$ cat src/rtl/gate_seq_pkg.sv
// Shared types and constants for the 2-input gate truth-table sequencer.
package gate_seq_pkg;

    // Sequencer states, kept as plain constants for compatibility with older tooling.
    typedef logic [2:0] state_t;
    localparam state_t ST_IDLE   = 3'd0;
    localparam state_t ST_DRIVE  = 3'd1;
    localparam state_t ST_SAMPLE = 3'd2;
    localparam state_t ST_REPORT = 3'd3;
    localparam state_t ST_DONE   = 3'd4;

    // Test vector index, packed as {A,B}.
    typedef logic [1:0] vec_t;

    // Expected {xnor, nand, and} for each vector, indexed by {A,B}.
    localparam logic [2:0] EXPECT_TT [4] = '{3'b110, 3'b010, 3'b010, 3'b101};

endpackage

$ cat src/rtl/gate_expect_lut.sv
// Expected-output lookup: maps a {A,B} vector to the {xnor, nand, and} truth-table value.
module gate_expect_lut
    import gate_seq_pkg::*;
(
    input  vec_t       vec,
    output logic [2:0] expected
);

    assign expected = EXPECT_TT[vec];

endmodule

$ cat src/rtl/gate_truth_sequencer.sv
// Gate truth-table sequencer: drives A/B through 00,01,10,11, samples the three
// gate outputs after a settle window and streams one record per vector over a
// valid/ready port.
// Optional checking: define GATE_SEQ_CHECK_EN to compare each record against the
// expected truth table and count mismatches; otherwise res_err/err_count are 0.
module gate_truth_sequencer
    import gate_seq_pkg::*;
#(
    parameter int unsigned HOLD_CYCLES = 1,
    parameter int unsigned REPEAT      = 1
) (
    input  logic       clk,
    input  logic       rst_n,
    input  logic       start,
    output logic       busy,
    output logic       a_out,
    output logic       b_out,
    input  logic       y_and,
    input  logic       y_nand,
    input  logic       y_xnor,
    output logic       res_valid,
    input  logic       res_ready,
    output logic [1:0] res_vec,
    output logic [2:0] res_y,
    output logic       res_err,
    output logic [7:0] err_count,
    output logic       done
);

    localparam logic [7:0] HOLD_LAST = 8'(HOLD_CYCLES - 1);
    localparam logic [7:0] PASS_LAST = 8'(REPEAT - 1);

    state_t     state;
    vec_t       vec;
    logic [7:0] hold_cnt;
    logic [7:0] pass_cnt;
    logic [2:0] y_now;
    logic       handshake;

    assign y_now     = {y_xnor, y_nand, y_and};
    assign handshake = res_valid && res_ready;

    // Sequencer FSM with vector, hold and pass counters; captures the record in SAMPLE.
    always_ff @(posedge clk) begin
        // NOTE: all sequential state uses non-blocking assignments so every register
        // sees the pre-edge values of the others, independent of statement order.
        if (!rst_n) begin
            state    <= ST_IDLE;
            vec      <= '0;
            hold_cnt <= '0;
            pass_cnt <= '0;
            res_vec  <= '0;
            res_y    <= '0;
        end else begin
            case (state)
                ST_IDLE: begin
                    if (start) begin
                        state    <= ST_DRIVE;
                        vec      <= '0;
                        pass_cnt <= '0;
                        hold_cnt <= '0;
                    end
                end
                ST_DRIVE: begin
                    if (hold_cnt == HOLD_LAST) begin
                        hold_cnt <= '0;
                        state    <= ST_SAMPLE;
                    end else begin
                        hold_cnt <= hold_cnt + 8'd1;
                    end
                end
                ST_SAMPLE: begin
                    res_y   <= y_now;
                    res_vec <= vec;
                    state   <= ST_REPORT;
                end
                ST_REPORT: begin
                    // Record fields stay frozen until the consumer accepts them.
                    if (handshake) begin
                        if (vec != 2'd3) begin
                            vec   <= vec + 2'd1;
                            state <= ST_DRIVE;
                        end else if (pass_cnt < PASS_LAST) begin
                            vec      <= '0;
                            pass_cnt <= pass_cnt + 8'd1;
                            state    <= ST_DRIVE;
                        end else begin
                            state <= ST_DONE;
                        end
                    end
                end
                ST_DONE: state <= ST_IDLE;
                default: state <= ST_IDLE;
            endcase
        end
    end

    // Gate inputs follow the current vector while a vector is active, else idle low.
    always_comb begin
        // NOTE: outputs get a default before the case so no path leaves them unassigned
        // (which would infer a latch).
        a_out = 1'b0;
        b_out = 1'b0;
        case (state)
            ST_DRIVE, ST_SAMPLE, ST_REPORT: {a_out, b_out} = vec;
            default: ;
        endcase
    end

    assign busy      = (state != ST_IDLE);
    assign res_valid = (state == ST_REPORT);
    assign done      = (state == ST_DONE);

`ifdef GATE_SEQ_CHECK_EN
    logic [2:0] expected;
    logic       mismatch;

    gate_expect_lut u_expect_lut (
        .vec      (vec),
        .expected (expected)
    );

    assign mismatch = (y_now != expected);

    // Mismatch flag per record and saturating per-run mismatch count.
    always_ff @(posedge clk) begin
        if (!rst_n) begin
            res_err   <= 1'b0;
            err_count <= '0;
        end else if (state == ST_IDLE && start) begin
            err_count <= '0;
        end else if (state == ST_SAMPLE) begin
            res_err <= mismatch;
            if (mismatch && err_count != 8'hFF) begin
                err_count <= err_count + 8'd1;
            end
        end
    end
`else
    assign res_err   = 1'b0;
    assign err_count = '0;
`endif

endmodule

$ cat config.mk
export PLATFORM = sky130hd
export DESIGN_NAME = gate_truth_sequencer
export DESIGN_NICKNAME = d
export VERILOG_FILES = /design/src/rtl/gate_seq_pkg.sv /design/src/rtl/gate_expect_lut.sv /design/src/rtl/gate_truth_sequencer.sv
export SDC_FILE = /design/constraint.sdc
export NUM_CORES = 1
export LEC_CHECK = 0
export BUFFER_PORTS_ARGS = -buffer_cell sky130_fd_sc_hd__buf_4
export CORE_UTILIZATION = 35
export CTS_BUF_LIST = sky130_fd_sc_hd__clkbuf_8 sky130_fd_sc_hd__clkbuf_16
export DETAILED_ROUTE_END_ITERATION = 6
export MAX_ROUTING_LAYER = met4
export PLACE_DENSITY = 0.56
export SLEW_MARGIN = 30
export SYNTH_ARGS = -nofsm -noshare
export SYNTH_HDL_FRONTEND = slang
export SYNTH_SLANG_ARGS = --single-unit
$ cat constraint.sdc
create_clock -name clk -period 2.5 [get_ports clk]
set_clock_uncertainty 0.15 [all_clocks]
set_input_delay 0.375 -clock clk [delete_from_list [all_inputs] [get_ports clk]]
set_output_delay 0.375 -clock clk [all_outputs]
set_load 0.05 [all_outputs]
==> out/results.ini <==
[logic_synthesis]
synth_area_per_cell_um2=8.72
ys_ff_latch=18
synth_area_leaders=dfxtp_1 34%, buf_4 7.1%, mux2i_1 6.6%, nor2b_1 4.1%, ha_1 3.5%
ys_async_sr_fraction_pct=0
synth_ff_type=dfxtp_1
yosysWarnings=0
synth.distinct_cells=42
yosys.cell_count.top_type=dfxtp_1
synth_edf_count=0
postSynthCellCount=122
synth_top_area_cell=dfxtp_1
synth_top_area_share_pct=33.9
syn_area_um2=1060
synth-seq-area-share_pct=33.9
synth_commonest_cells=18 x dfxtp_1, 10 x buf_4, 7 x mux2i_1, 7 x nand2_1, 7 x nor2b_1

[place]
portBuffers=16
placed_cell_area_um2=1150
dpl.hpwl_um=1470
place.gp.congestion=0.774
post-place-ws_ns=0.548

[sta]
setup_viol=0
finalCriticalPeriod_ns=1.98
slew_headroom_pct=64.4
worst_pin_slew_ns=0.531
rsz0062_at_grt=false
timing.final.crit_share_pct=79.1
max_freq_ghz=0.506
tns_ns=0
worst_slack_ns=0.523
maxSlewViolCount=0
hold_viol_final=0

[clock_tree]
clock-root-buffer=clkbuf_8
cts.sinks=18
clkTransAtPathRegs_ns=0.07
post-cts-setup-buffers=0
htree_levels=1
ctsResizeCount=0
insertion_delay_ns=0.25
clk_path_buf_depth=2
numCtsBuffers=3
ctsHoldBuffers=0
cts_tree=built

[min_path]
hp-class=in2reg
hold_path_end=res_y[0]
holdPathStages=3
hp-start=y_and

[drt]
antenna_left=0
first_pass_iters=6
drt_iter0_drc=29
vias=885
drc=4
post_drt_wl_per_cell_um=12.3
vias_per_cell=5.33
drt-total-wl_um=2040

[global_routing]
grt_overflow=0
grt_pass1_vias=796
antenna_found_initial=0
grt_use_total_pct=14.3
grt_max_degree=22
grt_pass1_wl_um=3590

[layout]
n_antenna_cell=0
drive_above_1_share_pct=21.5
nNetsFinal=146
area_delta_synth_final_pct=12.9
fillers=285
fin_area_um2=1200

[worst_setup_path]
worstRegToRegCells=4
worst_setup_path_end_kind=flop
required_ns=2.54
start_kind=flop
timing.rr.end=hold_cnt[5]
cp.arrival_ns=2.01
reg2reg_slack_ns=0.52
path_class=reg2reg
crit_path_max_fanout=13
reg2reg_from=state[0]

[pwr]
peakVddDrop_mv=0.361
leakagePower_nw=0.489
power_density_nw_per_um2=584
power_uw=701

[die]
ios=26
core_area_um2=2830
rows=19
die_h_um=57.1
start_util_pct=37.6
die_w_um=57.1
dieArea_um2=3260

[job]
maxCapViolations=0

[run_status]
status=complete, but fails checks
violations=DRC

[area by class of cell]
type / instances / area (µm²) / area share [%]
Clock buffer: 4 / 55.1 / 4.58
Multi-Input combinational cell: 93 / 608 / 50.6
Tap cell: 31 / 38.8 / 3.23
Inverter: 3 / 11.3 / 0.938
Timing Repair Buffer: 17 / 128 / 10.6
Sequential cell: 18 / 360 / 30.0
[power by group]
group / internal [mW] / switching, mW / leakage [nW]
combinational: 0.0489 / 0.104 / 0.314
sequential: 0.295 / 0.0143 / 0.146
clock: 0.140 / 0.0997 / 0.0288
total: 0.484 / 0.218 / 0.489
[cell families after synthesis]
| group | Yosys count | synth area share, % |
|---|---|---|
| fa+ha+maj | 3 | 3.53 |
| buf+inv | 19 | 11.8 |
| flops | 18 | 33.9 |
| compound gates | 21 | 13.8 |
| other cells | 1 | 0.353 |
| simple gates | 53 | 30.1 |
| mux | 7 | 6.59 |
[routing by layer]
metal  GRT usage [%]  vias up  share of wire (%)
li1                -      438                  -
met1            18.9      415                 48
met2            21.5       30                 45
met3            4.54        2                6.5
met4            2.79        0               0.64
met5               -        -                  0
[flip-flops by register name, indices dropped and copies added, names as in the netlist]
signal,count
state,3
res_vec,2
res_y,3
vec,2
hold_cnt,8
[metrics by stage]
stage,hold slack [ns],instances,utilization [%]
6_report,0.228,166,42.5
5_1_grt,0.244,166,42.5
4_1_cts,0.226,166,42.5
3_5_place_dp,0.341,162,40.5
3_3_place_gp,0.333,162,40.5
2_1_floorplan,0.308,130,-
[placed cells by master, fill, tap and decap left out, types with 3 or more instances in the layout]
master    netlist  layout
a21oi_1         3       3
buf_4          10      17
clkbuf_8        0       4
conb_1          1       9
dfxtp_1        18      18
ha_1            3       3
inv_1           3       3
mux2i_1         7       7
nand2_1         7       7
nand2b_1        3       3
nand3_1         5       5
nand3b_1        3       3
nor2_1          6       6
nor2b_1         7       7
nor3_1          5       5
nor3b_1         3       3
o21ai_0         5       5
[worst max-delay path, stage by stage (launching register included)]
cell and delay [ns]:
dfxtp_1 0.55, or3b_4 0.46, a21oi_2 0.27, or3b_1 0.40
o211ai_2 0.07
[worst max-delay path by stage]
stage / start / endpoint / slack [ns] / cells past startpoint
after floorplan: state[0] / a_out / 0.28 / 3
after global placement: state[0] / hold_cnt[5] / 0.60 / 4
after detailed placement: state[0] / hold_cnt[5] / 0.55 / 4
after CTS: state[0] / busy / 0.53 / 2
after global routing: state[0] / hold_cnt[7] / 0.39 / 5
final: state[0] / hold_cnt[5] / 0.52 / 4
(Power assumes the default switching activity.)
